### config.mk
export PLATFORM = sky130hd
export DESIGN_NAME = axi4lite_reg_slice
export DESIGN_NICKNAME = d
export VERILOG_FILES = /design/src/rtl/axi4lite_reg_slice.sv
export SDC_FILE = /design/constraint.sdc
export NUM_CORES = 1
export LEC_CHECK = 0
export BUFFER_PORTS_ARGS = -buffer_cell sky130_fd_sc_hd__buf_2
export CORE_ASPECT_RATIO = 0.5
export CORE_MARGIN = 2
export CORE_UTILIZATION = 40
export DETAILED_ROUTE_END_ITERATION = 16
export GPL_ROUTABILITY_DRIVEN = 0
export PLACE_DENSITY = 0.72
export SETUP_SLACK_MARGIN = 0.2
export SLEW_MARGIN = 20
export SYNTH_ARGS = -nofsm -noshare
export SYNTH_HDL_FRONTEND = slang
export SYNTH_SLANG_ARGS = --single-unit
### constraint.sdc
create_clock -name clk -period 3.65 [get_ports clk]
set_input_delay 0 -clock clk [delete_from_list [all_inputs] [get_ports clk]]
set_output_delay 0 -clock clk [all_outputs]
set_load 0.02 [all_outputs]
### src/rtl/axi4lite_reg_slice.sv
// axi4lite_reg_slice: fully registered AXI4-Lite slice, one two-entry skid buffer per channel
module axi4lite_reg_slice_skid #(
  parameter int W = 32
) (
  input  logic         clk,
  input  logic         resetn,
  input  logic         src_valid,
  output logic         src_ready,
  input  logic [W-1:0] src_data,
  output logic         dst_valid,
  input  logic         dst_ready,
  output logic [W-1:0] dst_data
);
  logic         skid_valid;
  logic [W-1:0] skid_data;
  logic         accept, load, skid_n;
  assign accept = src_valid && src_ready;
  assign load   = !dst_valid || dst_ready;
  assign skid_n = !load && (skid_valid || accept);
  always_ff @(posedge clk) begin
    if (!resetn) begin
      dst_valid  <= 1'b0;
      skid_valid <= 1'b0;
      src_ready  <= 1'b0;
    end else begin
      dst_valid  <= load ? (skid_valid || accept) : 1'b1;
      skid_valid <= skid_n;
      src_ready  <= !skid_n;
    end
  end
  // payload registers carry no reset; they are only observed while valid
  always_ff @(posedge clk) begin
    if (load) dst_data <= skid_valid ? skid_data : src_data;
    if (!load && accept) skid_data <= src_data;
  end
endmodule

module axi4lite_reg_slice #(
  parameter int ADDR_WIDTH = 32,
  parameter int DATA_WIDTH = 32
) (
  input  logic                    clk,
  input  logic                    resetn,
  input  logic [ADDR_WIDTH-1:0]   S_AXI_awaddr,
  input  logic [2:0]              S_AXI_awprot,
  input  logic                    S_AXI_awvalid,
  output logic                    S_AXI_awready,
  input  logic [DATA_WIDTH-1:0]   S_AXI_wdata,
  input  logic [DATA_WIDTH/8-1:0] S_AXI_wstrb,
  input  logic                    S_AXI_wvalid,
  output logic                    S_AXI_wready,
  output logic [1:0]              S_AXI_bresp,
  output logic                    S_AXI_bvalid,
  input  logic                    S_AXI_bready,
  input  logic [ADDR_WIDTH-1:0]   S_AXI_araddr,
  input  logic [2:0]              S_AXI_arprot,
  input  logic                    S_AXI_arvalid,
  output logic                    S_AXI_arready,
  output logic [DATA_WIDTH-1:0]   S_AXI_rdata,
  output logic [1:0]              S_AXI_rresp,
  output logic                    S_AXI_rvalid,
  input  logic                    S_AXI_rready,
  output logic [ADDR_WIDTH-1:0]   M_AXI_awaddr,
  output logic [2:0]              M_AXI_awprot,
  output logic                    M_AXI_awvalid,
  input  logic                    M_AXI_awready,
  output logic [DATA_WIDTH-1:0]   M_AXI_wdata,
  output logic [DATA_WIDTH/8-1:0] M_AXI_wstrb,
  output logic                    M_AXI_wvalid,
  input  logic                    M_AXI_wready,
  input  logic [1:0]              M_AXI_bresp,
  input  logic                    M_AXI_bvalid,
  output logic                    M_AXI_bready,
  output logic [ADDR_WIDTH-1:0]   M_AXI_araddr,
  output logic [2:0]              M_AXI_arprot,
  output logic                    M_AXI_arvalid,
  input  logic                    M_AXI_arready,
  input  logic [DATA_WIDTH-1:0]   M_AXI_rdata,
  input  logic [1:0]              M_AXI_rresp,
  input  logic                    M_AXI_rvalid,
  output logic                    M_AXI_rready
);
  localparam int AP = ADDR_WIDTH + 3;
  localparam int WP = DATA_WIDTH + DATA_WIDTH / 8;
  localparam int RP = DATA_WIDTH + 2;
  logic [AP-1:0] aw_q, ar_q;
  logic [WP-1:0] w_q;
  logic [1:0]    b_q;
  logic [RP-1:0] r_q;
  assign {M_AXI_awprot, M_AXI_awaddr} = aw_q;
  assign {M_AXI_wstrb, M_AXI_wdata}   = w_q;
  assign S_AXI_bresp                  = b_q;
  assign {M_AXI_arprot, M_AXI_araddr} = ar_q;
  assign {S_AXI_rresp, S_AXI_rdata}   = r_q;
  axi4lite_reg_slice_skid #(.W(AP)) u_aw (
    .clk, .resetn,
    .src_valid(S_AXI_awvalid), .src_ready(S_AXI_awready), .src_data({S_AXI_awprot, S_AXI_awaddr}),
    .dst_valid(M_AXI_awvalid), .dst_ready(M_AXI_awready), .dst_data(aw_q)
  );
  axi4lite_reg_slice_skid #(.W(WP)) u_w (
    .clk, .resetn,
    .src_valid(S_AXI_wvalid), .src_ready(S_AXI_wready), .src_data({S_AXI_wstrb, S_AXI_wdata}),
    .dst_valid(M_AXI_wvalid), .dst_ready(M_AXI_wready), .dst_data(w_q)
  );
  axi4lite_reg_slice_skid #(.W(2)) u_b (
    .clk, .resetn,
    .src_valid(M_AXI_bvalid), .src_ready(M_AXI_bready), .src_data(M_AXI_bresp),
    .dst_valid(S_AXI_bvalid), .dst_ready(S_AXI_bready), .dst_data(b_q)
  );
  axi4lite_reg_slice_skid #(.W(AP)) u_ar (
    .clk, .resetn,
    .src_valid(S_AXI_arvalid), .src_ready(S_AXI_arready), .src_data({S_AXI_arprot, S_AXI_araddr}),
    .dst_valid(M_AXI_arvalid), .dst_ready(M_AXI_arready), .dst_data(ar_q)
  );
  axi4lite_reg_slice_skid #(.W(RP)) u_r (
    .clk, .resetn,
    .src_valid(M_AXI_rvalid), .src_ready(M_AXI_rready), .src_data({M_AXI_rresp, M_AXI_rdata}),
    .dst_valid(S_AXI_rvalid), .dst_ready(S_AXI_rready), .dst_data(r_q)
  );
endmodule
==> impl_metrics.tcl, run 1 <==
set metrics [dict create \
    cp.arrival_ns 2.09 \
    antenna_found_initial 2 \
    io-pin-count 306 \
    synth_top_flop_cell "edfxtp_1" \
    pwr-share-clk 0.382 \
    cp-end-kind "flip-flop" \
    ant_nets 0 \
    die_w_um 243 \
    syn_area_mm2 0.0114 \
    cts_sinks 299 \
    intPower_uw 5850 \
    period_minus_slack_ns 1.93 \
    clk_pin_slew_worst_paths_ns 0.06 \
    synth_top_family_by_area "multiplexers" \
    crit_fanout 39 \
    max_freq_mhz 518 \
    slew_viol_final 0 \
    synthSimpleGateAreaFrac 0.0111 \
    powerDensity_mw_per_mm2 480 \
    drt_pass1_iterations 4 \
    grt_pass1_vias 6613 \
    ir_drop_uv 363 \
    yosys-top-cells-area "edfxtp_1 (75%), mux2_4 (15%), dfxtp_1 (2.6%)" \
    ys_ff_latch 299 \
    wl_per_cell_um 18.4 \
    finalCritPeriodShare 0.529 \
    rows 43 \
    synth_cells 493 \
    drive_above_1_share 0.519 \
    critPathLaunchType "flip-flop" \
    synth_nets 647 \
    multi_input_area_mm2 0.00232 \
    coreArea_mm2 0.0279 \
    startpoint "u_ar.dst_valid" \
    finalSetupTns_ns 0 \
    fillCellCount 2160 \
    cts_max_path_buffers 3 \
    worstMarginPinSlew_ns 1.02 \
    vias 6293 \
    maxCapViolations 0 \
    final_nets 1122 \
    clk_root_buffer_cell "clkbuf_16" \
    worst_hold_slack_ns 0.0722 \
    htreeDepth 1 \
    r2r_start "u_ar.dst_valid" \
    port_buffers 305 \
    synthArstFlopShare 0 \
    setup_violations 0 \
    avgSynthCellArea_um2 23.1 \
    worstReg2RegEnd "u_ar.skid_data[31]" \
    required_ns 3.81 \
    die_area_mm2 0.0299 \
    synth_fa_ha_area_frac 0 \
    vias_per_cell 4.58 \
    synth-seq-area-share 0.775 \
    post_cts_buffers 0 \
    hold_viol 0 \
    power_frac_comb 0.094 \
    initial_core_util 0.409 \
    worstHoldStart "S_AXI_rready" \
    ff2ff_setup_slack_ns 1.72 \
    place_hpwl_um 16400 \
    r2r_cells 3 \
    grt_overflow 0 \
    yosys.area.top_type_share 0.748 \
    yosysTopAreaCell "edfxtp_1" \
    drt-initial-drc-count 279 \
    die_h_um 123 \
    ys_types 18 \
    critPathKind "reg -> reg" \
    synth_mux_area_frac 0.179 \
    crit_end "u_ar.skid_data[31]" \
    swShare 0.222 \
    hp-class "in -> reg" \
    netlist_top_cells_count "edfxtp_1 (284), mux2_4 (116), mux2_2 (26)" \
    cts_tree "done" \
    fin_skew_ns 0.0158 \
    finalWirelength_um 25300 \
    track_usage 0.161 \
    synth.most_common_cell "edfxtp_1" \
    p_leak_uw 0.00615 \
    synth_compound_area_frac 0.0121 \
    maxSlewHeadroom 0.319 \
    grt_pass1_wl_um 37100 \
    worstSkewPairLatency_ns 0.54 \
    seq_area_mm2 0.00884 \
    synth_xor_area_frac 0 \
    pwr-share-seq 0.524 \
    rsz0062_at_grt "no" \
    synth_edf_count 284 \
    status "completed" \
    syn_to_final_growth_pct 37.3 \
    p_sw_uw 1670 \
    grt_start_max_net_pins 40 \
    numCtsBuffers 28 \
    drc 0 \
    synth-warning-count 0 \
]
## critical path, cell delays in order (launching register included)
cell and delay, ns:
dfxtp_1 0.35, nand2b_2 0.06, buf_4 0.29, nor2_4 0.83
## routing by layer
| layer | track usage | vias up | wire [um] |
|---|---|---|---|
| li1 | - | 2917 | - |
| met1 | 0.178 | 3180 | 9600 |
| met2 | 0.307 | 139 | 13900 |
| met3 | 0.0326 | 57 | 816 |
| met4 | 0.0721 | 0 | 1050 |
| met5 | 0 | - | 0 |
## cell families after synthesis
logic type / after synthesis
DFF: 299
buffers and inverters: 17
muxes: 142
AOI/OAI and AO/OA: 15
and+or+nand+nor: 20
## cell usage in the layout, fill, tap and decap left out, drive strengths merged
cell type and n:
a21oi 5, o21a 5, dfxtp 15, clkinv 11, nor2 5, nor3b 5
nand2b 5, dlygate4sd3 150, edfxtp 284, bufinv 2, a21boi 5, clkinvlp 1
nand2 5, clkbuf 34, mux2 142, diode 3, buf 312, inv 2
## per-stage QoR
step                      instances  total power (uW)  worst slack (ns)  utilization  instance area, um2
after floorplan                 493              4330             0.216            -               11400
after global placement         1169              4580              1.70        0.475               13200
after detailed placement       1170              4600              1.64        0.475               13300
after CTS                      1370              7580              1.64        0.561               15600
after global routing           1372              7760              1.54        0.561               15600
final                          1373              7520              1.72        0.562               15700
## power groups by stage
stage	Clock, uW	Sequential (uW)	Combinational [uW]
2_1_floorplan	0	4170	161
3_5_place_dp	0	4020	578
3_3_place_gp	0	4010	565
4_1_cts	2930	3940	711
6_report	2870	3940	707
5_1_grt	3060	3950	746
## registers in the layout, summed over array words and instances, names as in the netlist, 2 cells and up
name            count
u_w.skid_data      36
u_aw.dst_data      35
u_b.dst_data        2
u_ar.skid_data     35
u_w.dst_data       36
u_aw.skid_data     35
u_r.skid_data      34
u_ar.dst_data      35
u_r.dst_data       34
u_b.skid_data       2
## final cells by class
cell class / instances / share of cell area
diodes: 3 / 0.000480
clock buffers: 34 / 0.0476
clock inverters: 16 / 0.00879
multi-input cells: 177 / 0.148
flip-flops and latches: 299 / 0.565
well taps: 382 / 0.0305
repair buffers: 462 / 0.199
## worst min-delay path by stage
stage	end	slack, ns	cells past startpoint
2_1_floorplan	u_ar.skid_data[0]	0.1	0
3_3_place_gp	u_b.skid_data[0]	0.19	1
3_5_place_dp	u_r.skid_data[29]	0.19	1
4_1_cts	u_r.skid_data[7]	0.02	3
5_1_grt	u_r.skid_data[7]	0.07	3
6_report	u_r.skid_data[11]	0.07	3
## timing repair
item / CTS / global route
hold buffers: 150 / 0
resized for setup: 0 / 0
endpoints found under the hold margin: 317 / 0
No activity file was read; power rests on OpenSTA's default activity.
==> run 2: changes to the inputs <==
--- a/config.mk
+++ b/config.mk
@@ -5,13 +5,14 @@
 export SDC_FILE = /design/constraint.sdc
 export NUM_CORES = 1
 export LEC_CHECK = 0
+export ABC_AREA = 1
 export BUFFER_PORTS_ARGS = -buffer_cell sky130_fd_sc_hd__buf_2
 export CORE_ASPECT_RATIO = 0.5
 export CORE_MARGIN = 2
 export CORE_UTILIZATION = 40
 export DETAILED_ROUTE_END_ITERATION = 16
 export GPL_ROUTABILITY_DRIVEN = 0
-export PLACE_DENSITY = 0.72
+export PLACE_DENSITY = 0.75
 export SETUP_SLACK_MARGIN = 0.2
 export SLEW_MARGIN = 20
 export SYNTH_ARGS = -nofsm -noshare
==> constraint.sdc (replaced) <==
create_clock -name clk -period 1.6 [get_ports clk]
set_input_delay 0 -clock clk [delete_from_list [all_inputs] [get_ports clk]]
set_output_delay 0 -clock clk [all_outputs]
set_load 0.02 [all_outputs]
==> impl_metrics.tcl, run 2 <==
set metrics [dict create \
    grt_pass1_vias 8082 \
    synth_top_flop_cell "edfxtp_1" \
    io-pin-count 306 \
    htreeDepth 1 \
    min_to "u_r.skid_data[13]" \
    post_cts_buffers 0 \
    yosysTopAreaCell "edfxtp_1" \
    port_buffers 305 \
    final_common_cell "nand2_1" \
    crit_fanout 36 \
    worstMarginPinSlew_ns 0.493 \
    maxCapViolations 0 \
    synth-seq-area-share 0.806 \
    worstReg2RegEnd "u_w.skid_data[29]" \
    drt-initial-drc-count 528 \
    avgSynthCellArea_um2 13.4 \
    drive_above_1_share 0.293 \
    finalCritPeriodShare 0.841 \
    vias 7770 \
    vias_per_cell 4.67 \
    critPathKind "reg -> reg" \
    place_hpwl_um 17500 \
    synth_edf_count 284 \
    slew_viol_final 0 \
    cts_sinks 299 \
    ys_ff_latch 299 \
    die_area_mm2 0.0288 \
    cp.arrival_ns 1.56 \
    synth.most_common_cell "nand2_1" \
    cp-end-kind "flip-flop" \
    max_freq_mhz 743 \
    p_leak_uw 0.00653 \
    place_ws_ns 0.248 \
    drc 0 \
    rsz0062_at_grt "yes" \
    syn_area_mm2 0.0110 \
    finalPower_uw 16900 \
    cts_max_path_buffers 3 \
    hold_depth 2 \
    setup_violations 0 \
    hold_viol 0 \
    grt_start_max_net_pins 38 \
    syn_to_final_growth_pct 39.6 \
    ir_drop_uv 649 \
    ys_types 12 \
    wl_per_cell_um 17.0 \
    period_minus_slack_ns 1.35 \
    ant_nets 0 \
    r2r_cells 5 \
    grt_overflow 0 \
    yosys-top-cells-area "edfxtp_1 (78%), nand2_1 (15%), dfxtp_1 (2.7%)" \
    drt_pass1_iterations 5 \
    reg_top3 "u_w.dst_data x36, u_w.skid_data x36" \
    setup_slack_ns 0.255 \
    maxSlewHeadroom 0.671 \
    synth_cells 815 \
    initial_core_util 0.410 \
    synthArstFlopShare 0 \
    worstHoldStart "M_AXI_rdata[13]" \
    cts_tree "done" \
    antenna_found_initial 4 \
    status "completed" \
    yosys.area.top_type_share 0.778 \
    rows 42 \
    synth_nets 969 \
    clk_root_buffer_cell "clkbuf_16" \
    die_h_um 121 \
    finalWirelength_um 28300 \
    coreArea_mm2 0.0267 \
    netlist_top_cells_count "nand2_1 (439), edfxtp_1 (284), nor2_1 (25)" \
    numCtsBuffers 27 \
    required_ns 1.81 \
    track_usage 0.190 \
    final_cell_mix "nand2_1 (439), buf_2 (305), edfxtp_1 (284), dlygate4sd3_1 (154), clkbuf_16 (28)" \
    hp-class "in -> reg" \
    critPathLaunchType "flip-flop" \
    final_nets 1443 \
    die_w_um 238 \
    worstSkewPairLatency_ns 0.54 \
    fin_skew_ns 0.0236 \
    r2r_start "u_w.dst_valid" \
    grt_pass1_wl_um 42300 \
    synth-warning-count 0 \
    powerDensity_mw_per_mm2 1100 \
    ff2ff_setup_slack_ns 0.25 \
    clk_pin_slew_worst_paths_ns 0.08 \
]
-- run 2: changes by cell type in the layout (fill, tap and decap cells not counted), sizes merged, moves of 4 or more --
cell         change
nor2            +20
buf              +7
nand2          +436
nor3b            -5
dlygate4sd3      +4
inv             +10
nand2b           -5
clkinv           -4
mux2           -142
a21boi           -5
clkinvlp         +6
o21a             -5
-- run 2: what timing repair did --
action / CTS / global route
hold endpoints to repair: 303 / 0
endpoints found under the setup margin: 0 / 53
gates resized for setup: 0 / 1
hold buffers: 154 / 0
-- run 2: cell families (layout without fill, tap and decap cells) --
| logic type | Yosys count | after routing | share of synthesized area |
|---|---|---|---|
| DFF | 299 | 299 | 0.806 |
| AOI/OAI and AO/OA | 5 | 5 | 0.00228 |
| and+or+nand+nor | 466 | 466 | 0.160 |
| other | 0 | 4 | 0 |
| buffers and inverters | 45 | 537 | 0.0317 |
-- run 2: how the worst max path moves through the flow --
stage	from	to	cells after the start
global route	u_w.dst_valid	u_w.skid_data[29]	5
CTS	u_w.dst_valid	u_w.skid_data[27]	5
floorplan	u_w.dst_valid	u_w.skid_data[0]	4
finish	u_w.dst_valid	u_w.skid_data[29]	5
detailed placement	u_w.dst_valid	u_w.skid_data[16]	5
global placement	u_w.dst_valid	u_w.skid_data[22]	5
-- run 2: per-stage QoR --
stage / util / instance area (um2) / TNS, ns / cells / hold WS (ns)
after floorplan: - / 11000 / -82.96 / 815 / 0.0989
after global placement: 0.483 / 12900 / 0 / 1457 / 0.192
after detailed placement: 0.483 / 12900 / 0 / 1457 / 0.193
after CTS: 0.572 / 15300 / 0 / 1658 / 0.161
after global routing: 0.573 / 15300 / 0 / 1663 / 0.177
final: 0.573 / 15300 / 0 / 1663 / 0.191
-- run 2: critical path: stages (launching register included) --
cell        delay (ns)
dfxtp_4           0.34
inv_2             0.04
nor2_4            0.15
clkinvlp_4        0.13
nor2_4            0.13
buf_12            0.23
-- run 2: area by class of cell --
class | instances | area, um2
clock buffers | 35 | 706
fillers | 2063 | 11400
clock inverters | 12 | 114
repair buffers | 474 | 3250
diodes | 4 | 10.0
inverters | 16 | 92.6
flip-flops and latches | 299 | 8840
well taps | 352 | 440
multi-input cells | 471 | 1840
-- run 2: metal layers --
layer	global-route usage	vias to the layer above	share of wire
li1	-	3680	-
met1	0.209	3728	0.37
met2	0.352	261	0.53
met3	0.0309	101	0.041
met4	0.108	0	0.060
met5	0	-	0
-- run 2: power by group --
part / internal (uW) / switching (uW) / total [uW]
Clock: 3430 / 2850 / 6280
Sequential: 8910 / 103 / 9010
Combinational: 668 / 923 / 1590
==> run 3: changes to the inputs <==
--- a/config.mk
+++ b/config.mk
@@ -5,7 +5,7 @@
 export SDC_FILE = /design/constraint.sdc
 export NUM_CORES = 1
 export LEC_CHECK = 0
-export ABC_AREA = 1
+export ABC_AREA = 0
 export BUFFER_PORTS_ARGS = -buffer_cell sky130_fd_sc_hd__buf_2
 export CORE_ASPECT_RATIO = 0.5
 export CORE_MARGIN = 2
==> constraint.sdc (replaced) <==
create_clock -name clk -period 1.11 [get_ports clk]
set_input_delay 0 -clock clk [delete_from_list [all_inputs] [get_ports clk]]
set_output_delay 0 -clock clk [all_outputs]
set_load 0.02 [all_outputs]
==> impl_metrics.tcl, run 3 (synthesis results as in run 1) <==
set metrics [dict create \
    finalPower_uw 25200 \
    setup_slack_ns -0.0819 \
    violations "setup timing" \
    cts_tree "done" \
    htreeDepth 1 \
    final_common_cell "edfxtp_1" \
    ir_drop_uv 1050 \
    finalSetupTns_ns -10.94 \
    fillCellCount 1854 \
    reg_top3 "u_w.dst_data x36, u_w.skid_data x36" \
    maxCapViolations 0 \
    finalWirelength_um 32300 \
    worstMarginPinSlew_ns 0.271 \
    die_w_um 243 \
    die_h_um 123 \
    ant_nets 0 \
    die_area_mm2 0.0299 \
    initial_core_util 0.409 \
    r2r_start "u_aw.src_ready" \
    powerDensity_mw_per_mm2 1410 \
    route.met3.wl_um 1000 \
    cts_max_path_buffers 3 \
    place_hpwl_um 17600 \
    cp.arrival_ns 1.45 \
    ff2ff_setup_slack_ns -0.08 \
    clk_pin_slew_worst_paths_ns 0.07 \
    critPathKind "reg -> reg" \
    cp-end-kind "flip-flop" \
    maxSlewHeadroom 0.820 \
    final_area_mm2 0.0179 \
    grt_start_max_net_pins 40 \
    worstSkewPairLatency_ns 0.55 \
    final_nets 1196 \
    wl_met1_um 12000 \
    rows 43 \
    place_area_mm2 0.0137 \
    slew_viol_final 0 \
    port_buffers 305 \
    period_minus_slack_ns 1.19 \
    p_leak_uw 0.00717 \
    worstHoldStart "M_AXI_wready" \
    worst_hold_slack_ns 0.0279 \
    fin_skew_ns 0.0149 \
    max_freq_mhz 839 \
    grt_overflow 0 \
    final_cell_mix "edfxtp_1 (284), buf_2 (171), dlygate4sd3_1 (151), buf_6 (150), mux2_4 (140)" \
    critPathLaunchType "flip-flop" \
    wl_per_cell_um 22.3 \
    drive_above_1_share 0.566 \
    required_ns 1.37 \
    io-pin-count 306 \
    status "complete, but fails checks" \
    track_usage 0.181 \
    finalCritPeriodShare 1.07 \
    rsz0062_at_grt "yes" \
    routed.top_layer "met4" \
    drt-initial-drc-count 393 \
    setup_violations 306 \
    numCtsBuffers 27 \
    clk_root_buffer_cell "clkbuf_16" \
    coreArea_mm2 0.0279 \
    hold_viol 0 \
    grt_pass1_vias 6984 \
    grt_pass1_wl_um 40900 \
    vias 6853 \
    hp-class "in -> reg" \
    drt_pass1_iterations 4 \
    syn_to_final_growth_pct 57.5 \
    wl_met2_um 17700 \
    vias_per_cell 4.73 \
    drc 0 \
    crit_fanout 13 \
    cts_sinks 299 \
    startpoint "u_aw.src_ready" \
    antenna_found_initial 4 \
]
-- run 3: cell count changes in the layout (fill, tap and decap cells not counted), sizes merged, moves of 7 or more --
cell	delta
inv	-10
nor2	-20
nand2	-436
buf	+50
clkinvlp	-7
mux2	+142
clkbuf	+24
-- run 3: report_power, final --
part | leakage (uW) | internal [uW] | switching (uW)
clock | 0.000406 | 4860 | 4200
sequential | 0.00290 | 12800 | 233
combinational | 0.00387 | 1800 | 1340
total | 0.00717 | 19500 | 5770
-- run 3: path summary, 6_finish.rpt --
kind,cells after the start,endpoint
worst max-delay path,4,u_aw.skid_data[26]
worst min-delay path,4,u_w.skid_data[1]
worst max register to register,4,u_aw.skid_data[26]
worst min register to register,1,u_aw.dst_data[25]
-- run 3: area by class of cell --
cell class | count | area, um2 | share of cell area
antenna | 4 | 10.0 | 0.000558
clock buffer | 43 | 786 | 0.0438
clock inverter | 7 | 40.0 | 0.00223
multi-input combinational | 177 | 2480 | 0.138
sequential | 299 | 8870 | 0.494
tap | 382 | 478 | 0.0266
timing repair buffer | 537 | 5290 | 0.295
-- run 3: per-stage QoR --
step | std cells | worst slack, ns | utilization
final | 1449 | -0.0819 | 0.644
after global routing | 1449 | -0.105 | 0.644
after CTS | 1407 | -0.0582 | 0.606
after detailed placement | 1194 | -0.0627 | 0.492
after global placement | 1194 | -0.0393 | 0.492
after floorplan | 493 | -0.548 | -
-- run 3: critical path: stages, from the launching register on --
cell and delay (ns):
dfxtp_2 0.35, nand2_2 0.07, nor2_4 0.18, buf_12 0.14, buf_12 0.14
-- run 3: timing repair --
action | 4_1_cts | 5_1_grt
gates cloned | 4 | 26
setup endpoints to repair | 582 | 588
hold buffers | 151 | 0
buffers inserted | 8 | 12
pin swaps | 0 | 2
resized for setup | 209 | 124
endpoints found under the hold margin | 303 | 0
-- run 3: routing by layer --
metal / GRT usage / up-vias
met5: 0 / -
met4: 0.0855 / 0
met3: 0.0300 / 99
met2: 0.347 / 185
met1: 0.199 / 3501
li1: - / 3068
